===== src/rtl/isolde_decoder_pkg.sv =====
// Shared ISOLDE decoder/exec types: opcodes, exec FSM states and the
// request payload bundle carried from decoder to functional unit.
package isolde_decoder_pkg;

  localparam int unsigned IMM32_OPS = 4;

  typedef enum logic [3:0] {
    ISOLDE_OP_INVALID,
    ISOLDE_OP_NOP,
    ISOLDE_OP_REDMULE,
    ISOLDE_OP_GEMM,
    ISOLDE_OP_CONV,
    ISOLDE_OP_LD,
    ISOLDE_OP_ST
  } isolde_opcode_e;

  typedef enum logic [1:0] {
    IDLE,
    ISSUE,
    WAIT,
    DONE
  } exec_state_e;

  typedef struct packed {
    isolde_opcode_e              opcode;
    logic [2:0]                  func3;
    logic [1:0]                  funct2;
    logic [31:0]                 instr;
    logic [IMM32_OPS*32-1:0]     imm32;
    logic [IMM32_OPS-1:0]        imm32_valid;
  } isolde_exec_payload_t;

endpackage


===== src/rtl/isolde_exec_resp_if.sv =====
// Decoder-side req/gnt/dne handshake plus the functional-unit issue port.
// Signal suffixes are from the responder's point of view.
interface isolde_exec_resp_if;
  import isolde_decoder_pkg::*;

  logic                     isolde_exec_req_i;
  logic                     isolde_exec_gnt_o;
  logic                     isolde_exec_dne_o;
  logic                     isolde_exec_err_o;
  isolde_opcode_e           isolde_opcode_i;
  logic [2:0]               func3_i;
  logic [1:0]               funct2_i;
  logic [31:0]              isolde_decoder_instr_i;
  logic [IMM32_OPS*32-1:0]  isolde_decoder_imm32_i;
  logic [IMM32_OPS-1:0]     isolde_decoder_imm32_valid_i;
  logic                     unit_valid_o;
  logic                     unit_ready_i;
  isolde_opcode_e           unit_opcode_o;
  logic [2:0]               unit_func3_o;
  logic [1:0]               unit_funct2_o;
  logic [31:0]              unit_instr_o;
  logic [IMM32_OPS*32-1:0]  unit_imm32_o;
  logic [IMM32_OPS-1:0]     unit_imm32_valid_o;
  logic                     unit_done_i;
  logic                     busy_o;

  modport master (
    output isolde_exec_req_i, isolde_opcode_i,
    output func3_i, funct2_i,
    output isolde_decoder_instr_i,
    output isolde_decoder_imm32_i,
    output isolde_decoder_imm32_valid_i,
    output unit_ready_i, unit_done_i,
    input  isolde_exec_gnt_o, isolde_exec_dne_o,
    input  isolde_exec_err_o, unit_valid_o,
    input  unit_opcode_o, unit_func3_o,
    input  unit_funct2_o, unit_instr_o,
    input  unit_imm32_o, unit_imm32_valid_o,
    input  busy_o
  );

  modport slave (
    input  isolde_exec_req_i, isolde_opcode_i,
    input  func3_i, funct2_i,
    input  isolde_decoder_instr_i,
    input  isolde_decoder_imm32_i,
    input  isolde_decoder_imm32_valid_i,
    input  unit_ready_i, unit_done_i,
    output isolde_exec_gnt_o, isolde_exec_dne_o,
    output isolde_exec_err_o, unit_valid_o,
    output unit_opcode_o, unit_func3_o,
    output unit_funct2_o, unit_instr_o,
    output unit_imm32_o, unit_imm32_valid_o,
    output busy_o
  );

endinterface


===== src/rtl/isolde_exec_pend_buf.sv =====
// One-entry payload holding register between decoder grant and issue.
// Push wins over pop so a same-cycle pop/push keeps the new entry.
module isolde_exec_pend_buf
  import isolde_decoder_pkg::*;
(
  input  logic                 clk_i,
  input  logic                 rst_ni,
  input  logic                 clr_i,
  input  logic                 push_i,
  input  logic                 pop_i,
  input  isolde_exec_payload_t data_i,
  output isolde_exec_payload_t data_o,
  output logic                 valid_o
);

  logic                 valid_q, valid_d;
  isolde_exec_payload_t data_q, data_d;

  always_comb begin
    valid_d = valid_q;
    data_d  = data_q;
    if (clr_i) begin
      valid_d = 1'b0;
      data_d  = '0;
    end else if (push_i) begin
      valid_d = 1'b1;
      data_d  = data_i;
    end else if (pop_i) begin
      valid_d = 1'b0;
    end
  end

  always_ff @(posedge clk_i or negedge rst_ni) begin
    if (!rst_ni) begin
      valid_q <= 1'b0;
      data_q  <= '0;
    end else begin
      valid_q <= valid_d;
      data_q  <= data_d;
    end
  end

  assign data_o  = data_q;
  assign valid_o = valid_q;

endmodule


===== src/rtl/isolde_exec_resp.sv =====
// Execute-side responder: buffers one decoded request, issues it to the
// functional unit, waits for done (or timeout) and pulses dne once.
module isolde_exec_resp
  import isolde_decoder_pkg::*;
#(
  parameter int TIMEOUT = 256,
  parameter int CNT_W   = 16
) (
  input  logic               clk_i,
  input  logic               rst_ni,
  input  logic               exec_rst_ni,
  isolde_exec_resp_if.slave  bus
);

  localparam bit TO_EN = (TIMEOUT != 0);
  localparam logic [CNT_W-1:0] TO_LAST =
    CNT_W'(TO_EN ? TIMEOUT - 1 : 0);

  exec_state_e          state_q, state_d;
  logic [CNT_W-1:0]     cnt_q, cnt_d;
  logic                 err_q, err_d;
  isolde_exec_payload_t act_q, act_d;
  isolde_exec_payload_t req_pl, pend_pl;
  logic                 pend_valid, pend_pop, gnt;

  assign req_pl = '{
    opcode:      bus.isolde_opcode_i,
    func3:       bus.func3_i,
    funct2:      bus.funct2_i,
    instr:       bus.isolde_decoder_instr_i,
    imm32:       bus.isolde_decoder_imm32_i,
    imm32_valid: bus.isolde_decoder_imm32_valid_i
  };

  assign pend_pop = (state_q == IDLE) & pend_valid;
  // rst_ni gates gnt so every output is low during async reset
  assign gnt = bus.isolde_exec_req_i & rst_ni & exec_rst_ni
             & (~pend_valid | pend_pop);

  isolde_exec_pend_buf u_pend (
    .clk_i   (clk_i),
    .rst_ni  (rst_ni),
    .clr_i   (~exec_rst_ni),
    .push_i  (gnt),
    .pop_i   (pend_pop),
    .data_i  (req_pl),
    .data_o  (pend_pl),
    .valid_o (pend_valid)
  );

  always_comb begin
    state_d = state_q;
    cnt_d   = cnt_q;
    err_d   = err_q;
    act_d   = act_q;
    unique case (state_q)
      IDLE: if (pend_pop) begin
        act_d   = pend_pl;
        state_d = ISSUE;
      end
      ISSUE: if (bus.unit_ready_i) begin
        cnt_d   = '0;
        state_d = WAIT;
      end
      WAIT: begin
        if (bus.unit_done_i) begin
          err_d   = 1'b0;
          state_d = DONE;
        end else if (TO_EN && cnt_q == TO_LAST) begin
          err_d   = 1'b1;
          state_d = DONE;
        end else if (cnt_q != '1) begin
          cnt_d = cnt_q + CNT_W'(1);
        end
      end
      DONE: state_d = IDLE;
      default: state_d = IDLE;
    endcase
    if (!exec_rst_ni) begin
      state_d = IDLE;
      cnt_d   = '0;
      err_d   = 1'b0;
      act_d   = '0;
    end
  end

  always_ff @(posedge clk_i or negedge rst_ni) begin
    if (!rst_ni) begin
      state_q <= IDLE;
      cnt_q   <= '0;
      err_q   <= 1'b0;
      act_q   <= '0;
    end else begin
      state_q <= state_d;
      cnt_q   <= cnt_d;
      err_q   <= err_d;
      act_q   <= act_d;
    end
  end

  assign bus.isolde_exec_gnt_o  = gnt;
  assign bus.isolde_exec_dne_o  = (state_q == DONE);
  assign bus.isolde_exec_err_o  = (state_q == DONE) & err_q;
  assign bus.unit_valid_o       = (state_q == ISSUE);
  assign bus.unit_opcode_o      = act_q.opcode;
  assign bus.unit_func3_o       = act_q.func3;
  assign bus.unit_funct2_o      = act_q.funct2;
  assign bus.unit_instr_o       = act_q.instr;
  assign bus.unit_imm32_o       = act_q.imm32;
  assign bus.unit_imm32_valid_o = act_q.imm32_valid;
  assign bus.busy_o = pend_valid | (state_q != IDLE);

endmodule

===== src/flat_wrapper.sv =====
// flat-port wrapper written by rule: the top's interface ports become plain ports
module isolde_exec_resp_flat import isolde_decoder_pkg::*;
#(
  parameter int TIMEOUT = 256,
  parameter int CNT_W   = 16
)
  (clk_i, rst_ni, exec_rst_ni, bus_isolde_exec_req_i, bus_isolde_opcode_i, bus_func3_i, bus_funct2_i, bus_isolde_decoder_instr_i, bus_isolde_decoder_imm32_i, bus_isolde_decoder_imm32_valid_i, bus_unit_ready_i, bus_unit_done_i, bus_isolde_exec_gnt_o, bus_isolde_exec_dne_o, bus_isolde_exec_err_o, bus_unit_valid_o, bus_unit_opcode_o, bus_unit_func3_o, bus_unit_funct2_o, bus_unit_instr_o, bus_unit_imm32_o, bus_unit_imm32_valid_o, bus_busy_o);
  isolde_exec_resp_if bus_i ();
  input  logic clk_i;
  input  logic rst_ni;
  input  logic exec_rst_ni;
  input wire logic [$bits(bus_i.isolde_exec_req_i)-1:0] bus_isolde_exec_req_i;
  input wire logic [$bits(bus_i.isolde_opcode_i)-1:0] bus_isolde_opcode_i;
  input wire logic [$bits(bus_i.func3_i)-1:0] bus_func3_i;
  input wire logic [$bits(bus_i.funct2_i)-1:0] bus_funct2_i;
  input wire logic [$bits(bus_i.isolde_decoder_instr_i)-1:0] bus_isolde_decoder_instr_i;
  input wire logic [$bits(bus_i.isolde_decoder_imm32_i)-1:0] bus_isolde_decoder_imm32_i;
  input wire logic [$bits(bus_i.isolde_decoder_imm32_valid_i)-1:0] bus_isolde_decoder_imm32_valid_i;
  input wire logic [$bits(bus_i.unit_ready_i)-1:0] bus_unit_ready_i;
  input wire logic [$bits(bus_i.unit_done_i)-1:0] bus_unit_done_i;
  output wire logic [$bits(bus_i.isolde_exec_gnt_o)-1:0] bus_isolde_exec_gnt_o;
  output wire logic [$bits(bus_i.isolde_exec_dne_o)-1:0] bus_isolde_exec_dne_o;
  output wire logic [$bits(bus_i.isolde_exec_err_o)-1:0] bus_isolde_exec_err_o;
  output wire logic [$bits(bus_i.unit_valid_o)-1:0] bus_unit_valid_o;
  output wire logic [$bits(bus_i.unit_opcode_o)-1:0] bus_unit_opcode_o;
  output wire logic [$bits(bus_i.unit_func3_o)-1:0] bus_unit_func3_o;
  output wire logic [$bits(bus_i.unit_funct2_o)-1:0] bus_unit_funct2_o;
  output wire logic [$bits(bus_i.unit_instr_o)-1:0] bus_unit_instr_o;
  output wire logic [$bits(bus_i.unit_imm32_o)-1:0] bus_unit_imm32_o;
  output wire logic [$bits(bus_i.unit_imm32_valid_o)-1:0] bus_unit_imm32_valid_o;
  output wire logic [$bits(bus_i.busy_o)-1:0] bus_busy_o;
  assign bus_i.isolde_exec_req_i = bus_isolde_exec_req_i;
  assign bus_i.isolde_opcode_i = bus_isolde_opcode_i;
  assign bus_i.func3_i = bus_func3_i;
  assign bus_i.funct2_i = bus_funct2_i;
  assign bus_i.isolde_decoder_instr_i = bus_isolde_decoder_instr_i;
  assign bus_i.isolde_decoder_imm32_i = bus_isolde_decoder_imm32_i;
  assign bus_i.isolde_decoder_imm32_valid_i = bus_isolde_decoder_imm32_valid_i;
  assign bus_i.unit_ready_i = bus_unit_ready_i;
  assign bus_i.unit_done_i = bus_unit_done_i;
  assign bus_isolde_exec_gnt_o = bus_i.isolde_exec_gnt_o;
  assign bus_isolde_exec_dne_o = bus_i.isolde_exec_dne_o;
  assign bus_isolde_exec_err_o = bus_i.isolde_exec_err_o;
  assign bus_unit_valid_o = bus_i.unit_valid_o;
  assign bus_unit_opcode_o = bus_i.unit_opcode_o;
  assign bus_unit_func3_o = bus_i.unit_func3_o;
  assign bus_unit_funct2_o = bus_i.unit_funct2_o;
  assign bus_unit_instr_o = bus_i.unit_instr_o;
  assign bus_unit_imm32_o = bus_i.unit_imm32_o;
  assign bus_unit_imm32_valid_o = bus_i.unit_imm32_valid_o;
  assign bus_busy_o = bus_i.busy_o;
  isolde_exec_resp #(.TIMEOUT(TIMEOUT), .CNT_W(CNT_W)) u_core (.clk_i(clk_i), .rst_ni(rst_ni), .exec_rst_ni(exec_rst_ni), .bus(bus_i));
endmodule

===== config.mk =====
export PLATFORM = sky130hd
export DESIGN_NAME = isolde_exec_resp_flat
export DESIGN_NICKNAME = d
export VERILOG_FILES = /design/src/rtl/isolde_decoder_pkg.sv /design/src/rtl/isolde_exec_resp_if.sv /design/src/rtl/isolde_exec_pend_buf.sv /design/src/rtl/isolde_exec_resp.sv /design/src/flat_wrapper.sv
export SDC_FILE = /design/constraint.sdc
export NUM_CORES = 1
export LEC_CHECK = 0
export ABC_AREA = 1
export BUFFER_PORTS_ARGS = -buffer_cell sky130_fd_sc_hd__buf_2
export CORE_MARGIN = 5
export CORE_UTILIZATION = 48
export DETAILED_ROUTE_END_ITERATION = 6
export GPL_ROUTABILITY_DRIVEN = 0
export PLACE_DENSITY = 0.76
export SYNTH_ARGS = -nofsm -noshare
export SYNTH_HDL_FRONTEND = slang
export SYNTH_SLANG_ARGS = --single-unit

===== constraint.sdc =====
create_clock -name clk_i -period 1.6 [get_ports clk_i]
set_input_delay 0.32 -clock clk_i [delete_from_list [all_inputs] [get_ports clk_i]]
set_output_delay 0.32 -clock clk_i [all_outputs]
set_load 0.01 [all_outputs]

# ---- Word level (Yosys, flattened, before mapping)
# Cells that the tools add are included.
dict set report totals {
  regBits 366
  output_inout_bits 178
}
dict set report classes {
  n_addsub 1
  n_eq_ne 18
  muxes 24
  bitwise 8
  reduce_logical 6
}
# operator count
set ops {}
lappend ops {{$mux 173} 5}
lappend ops {{$mux 16} 5}
lappend ops {{$pmux 16 s2} 1}
lappend ops {{$add 16x1->16 const B} 1}
lappend ops {{$eq 16x8->1 const B} 1}
lappend ops {{$ne 16x16->1 const B} 1}
lappend ops {{$mux 2} 5}
lappend ops {{$ne 3x1->1 const B} 3}
lappend ops {{$ne 3x3->1 const B} 3}
lappend ops {{$ne 2x1->1 const B} 4}
lappend ops {{$pmux 2 s4} 1}
lappend ops {{$mux 1} 7}
lappend ops {{$ne 3x2->1 const B} 2}
lappend ops {{$and 1x1->1} 5}
lappend ops {{$reduce_and 5->1} 1}
lappend ops {{$eq 2x2->1 const B} 2}
lappend ops {{$ne 4x3->1 const B} 1}
lappend ops {{$reduce_and 2->1} 2}
lappend ops {{$reduce_and 3->1} 1}
lappend ops {{$eq 2x1->1 const B} 1}
lappend ops {{$logic_not 2->1} 1}
lappend ops {{$or 1x1->1} 2}
lappend ops {{$reduce_bool 2->1} 1}
lappend ops {{$not 1->1} 1}

# ---- Depth between registers and ports, before layout
dict set report logic_depth {
  depth_word 6
  depth_mapped 11
}

# ---- Modules after synthesis
# From an unflattened synthesis, not the netlist that was laid out.
dict set report hier_totals {
  cells_unflattened 1730
  area_unflattened_um2 15006.9
}
# mod instances cells_each area_each_um2 seq_area_each_um2
set modules_own_cells {}
lappend modules_own_cells {isolde_exec_resp 1 974 8165.3 4804.6}
lappend modules_own_cells {isolde_exec_pend_buf 1 756 6841.6 4354.2}

# ---- Worst setup path after synthesis
# Ideal clock, no wire load.
dict set report synth_path {
  path_type {register -> output}
  startpoint {register u_core.state_q[0]}
  endpoint {output port bus_isolde_exec_gnt_o}
  arrival_ns 1.326
  slack_ns -0.046
  path_stages_with_launch 8
  cell_sequence {dfrtp_1 inv_1 ha_1 nor2_1 nor2_1 buf_4 buf_4 buf_2}
}
dict set report synth_via {
  elab_chain_len 4
}
# element line
set synth_lines {}
lappend synth_lines {{start, declared} isolde_exec_resp.sv:19} ;# exec_state_e state_q, state_d;
lappend synth_lines {{start signal, assigned} isolde_exec_resp.sv:94} ;# state_q <= state_d;
lappend synth_lines {{$logic_not 2->1} isolde_exec_resp.sv:35} ;# assign pend_pop = (state_q == IDLE) & pend_valid;
lappend synth_lines {{$and 1x1->1} isolde_exec_resp.sv:35}
lappend synth_lines {{$or 1x1->1} isolde_exec_resp.sv:38} ;# & (~pend_valid | pend_pop);
lappend synth_lines {{$and 1x1->1} isolde_exec_resp.sv:38}
lappend synth_lines {{end, declared} flat_wrapper.sv:21} ;# output wire logic [$bits(bus_i.isolde_exec_gnt_o)-1:0] bus_isolde_exec_gnt_o;
# No other way between the ends.

# ---- Worst setup path in the final report
dict set report layout_path {
  startpoint {register u_core.state_q[1]}
  endpoint {output port bus_isolde_exec_gnt_o}
}
# Same word-level chain as after synthesis.

==> flow_metrics.tcl <==
set metrics [dict create \
    status "finished with violations" \
    violations "negative hold slack, negative setup slack" \
    start_util_pct 48.8 \
    yosys.area.top_type "dfrtp_1" \
    wl_per_cell_um 18.4 \
    synthCells 1535 \
    first_iter_violations 822 \
    power_mw 23.4 \
    rsz0062_at_grt "yes" \
    ys_types 28 \
    grt_max_degree 158 \
    cap_violations 0 \
    period_share_pct 117 \
    holdWs_ns -0.0503 \
    fillers 2368 \
    vias 12600 \
    r2r_start "u_core.state_q[0]" \
    hold_path.class "in2async" \
    syn_avg_cell_area_sq_um 9.48 \
    vdd_ir_drop_max_v 0.000865 \
    synth_common_cells "366 x dfrtp_1, 330 x nand2_1, 315 x o21ai_0" \
    reg2reg_depth 13 \
    clockRootBuffer "clkbuf_16" \
    synth-seq-cells 366 \
    worst_pin_slew_ns 0.869 \
    rows 63 \
    cts.htree.levels 2 \
    synth_area_leaders "dfrtp_1 63%, o21ai_0 11%, nand2_1 8.5%" \
    cp_max_fo 3 \
    io_buffers 356 \
    r2r-end "u_core.cnt_q[12]" \
    synth_edf_count 0 \
    critPathLaunchType "flip-flop" \
    use_met1_pct 29.9 \
    setup.reg_to_reg.worst_slack_ns -0.14 \
    synthFlopType "dfrtp_1" \
    via_per_inst 5.38 \
    yosysWarnings 0 \
    numCtsBuffers 37 \
    grt_pass1_wl_mm 62.9 \
    skew_ns 0.00672 \
    die_width_um 184 \
    ant_nets 0 \
    p_per_area_nw_per_um2 1210 \
    dieArea_sq_um 33900 \
    tritoncts "done" \
    drc 0 \
    synth_most_common_cell "dfrtp_1" \
    critPathKind "reg2out" \
    pin_count 357 \
    required_ns 1.28 \
    grtUsageMet2_pct 36.2 \
    end_kind "output pin" \
    routed_wl_mm 42.9 \
    finalSetupViolCount 198 \
    grt.total_usage_pct 22.5 \
    clock_path_buffers 3 \
    grt_pass1_vias 12300 \
    clock_sinks 366 \
    firstDrtPassIters 5 \
    antenna_found_initial 10 \
    grt-busiest-layer "met2" \
    final_nets 2100 \
    overflow 0 \
    synthesis.nets 1720 \
    synth_top_cell_area_share_pct 62.9 \
    async_flop_share_pct 100 \
    dieHeight_um 184 \
    fmax_mhz 536 \
    hold_viol 55 \
    core_sq_um 29800 \
    place_area_sq_um 16900 \
    finalInstanceArea_sq_um 19300 \
    met3_usage_pct 7.01 \
    clk_pin_slew_ns 0.06 \
    drive_above_1_share_pct 29.5 \
    leakagePower_nw 9.61 \
    area_delta_synth_final_pct 32.4 \
    slew_viol_final 0 \
    yosysSeqAreaShare_pct 62.9 \
    synth_area_sq_um 14600 \
    slew_headroom_pct 42.1 \
    dpl.hpwl_mm 26.1 \
    layout_setup_ws_ns -0.265 \
    clock_latency_ns 0.51 \
    period_minus_slack_ns 1.86 \
    arrival_ns 1.54 \
]
==> layout by cell type, fill, tap and decap left out, types with 15 or more instances in the layout <==
| master | n |
|---|---|
| nand2_2 | 17 |
| nor2_1 | 20 |
| a21oi_1 | 83 |
| nand4_1 | 15 |
| buf_12 | 17 |
| clkbuf_16 | 54 |
| dfrtp_1 | 366 |
| inv_1 | 110 |
| buf_6 | 17 |
| o21ai_1 | 69 |
| o21ai_0 | 265 |
| nand2_1 | 309 |
| nand3_1 | 100 |
| buf_4 | 33 |
| buf_2 | 353 |
==> stage by stage <==
step	setup TNS [ns]	hold WS [ns]	setup slack [ns]	instances	util [%]
6_report	-10.37	-0.0503	-0.265	2337	64.7
5_1_grt	-31.95	0.00693	-0.332	2336	64.7
4_1_cts	-5.67	0.000388	-0.271	2300	61.5
3_5_place_dp	0	0.265	0.00407	2224	56.8
3_3_place_gp	0	0.263	0.0367	2224	56.8
2_1_floorplan	0	0.0244	0.0188	1535	-
==> power by group <==
group | internal, mW | switching, mW
registers | 9.90 | 0.303
logic | 1.81 | 2.64
clock network | 5.25 | 3.49
total | 17.0 | 6.43
==> routing by layer <==
metal	vias to the layer above	wire length, um
li1	5837	-
met1	6124	16900
met2	497	20800
met5	-	63
met4	12	1190
met3	103	3980
==> area by class of cell <==
cell class,count,area [sq um],area share [%]
inverters,118,465,2.41
diodes,4,10.0,0.0519
repair buffers,449,3160,16.4
clock buffers,57,1140,5.93
flip-flops and latches,366,9160,47.5
multi-input cells,943,4740,24.6
clock inverters,10,104,0.539
well taps,390,488,2.53
==> worst max-delay path, cell delays in order, from the launching register on <==
cell and delay, ns:
dfrtp_1 0.38, inv_2 0.07, ha_4 0.17, nor2_4 0.12
nor2_4 0.05, buf_12 0.12, buf_2 0.13
==> sequential cells by signal (all words and copies together), names as in the netlist <==
name,flops
u_core.bus.unit_funct2_o,2
u_core.err_q,1
u_core.bus.unit_imm32_o,128
u_core.u_pend.valid_o,1
u_core.bus.unit_func3_o,3
u_core.bus.unit_imm32_valid_o,4
u_core.cnt_q,16
u_core.bus.unit_instr_o,32
u_core.bus.unit_opcode_o,4
u_core.u_pend.data_o,173
u_core.state_q,2
==> worst max-delay path by stage <==
stage                                 start  slack [ns]                           end
after detailed placement  u_core.state_q[0]       0.004  u_core.bus.unit_imm32_o[120]
after floorplan           u_core.state_q[1]        0.02         bus_isolde_exec_gnt_o
after global placement    u_core.state_q[1]        0.04       u_core.u_pend.data_o[1]
final                     u_core.state_q[1]       -0.26         bus_isolde_exec_gnt_o
after global routing      u_core.state_q[1]       -0.33         bus_isolde_exec_gnt_o
after CTS                 u_core.state_q[1]       -0.27         bus_isolde_exec_gnt_o
==> logic make-up (layout without fill, tap and decap cells) <==
logic type | count (synthesis) | after routing | share of synthesized area [%]
xor+xnor | 1 | 1 | 0.0602
buf+inv | 230 | 634 | 6.89
other cells | 0 | 4 | 0
flops | 366 | 366 | 62.9
compound gates | 447 | 447 | 15.6
fa+ha+maj | 6 | 6 | 0.516
simple gates | 485 | 489 | 14.0
==> what timing repair did <==
item                                   CTS  global route
hold buffers                             6             0
cloned                                   0            23
gates resized for setup                 13           143
buffers inserted                         3            10
endpoints found under the hold margin   27             0
setup endpoints to repair               10           322
pin swaps                                1            18
(Power assumes the default switching activity.)
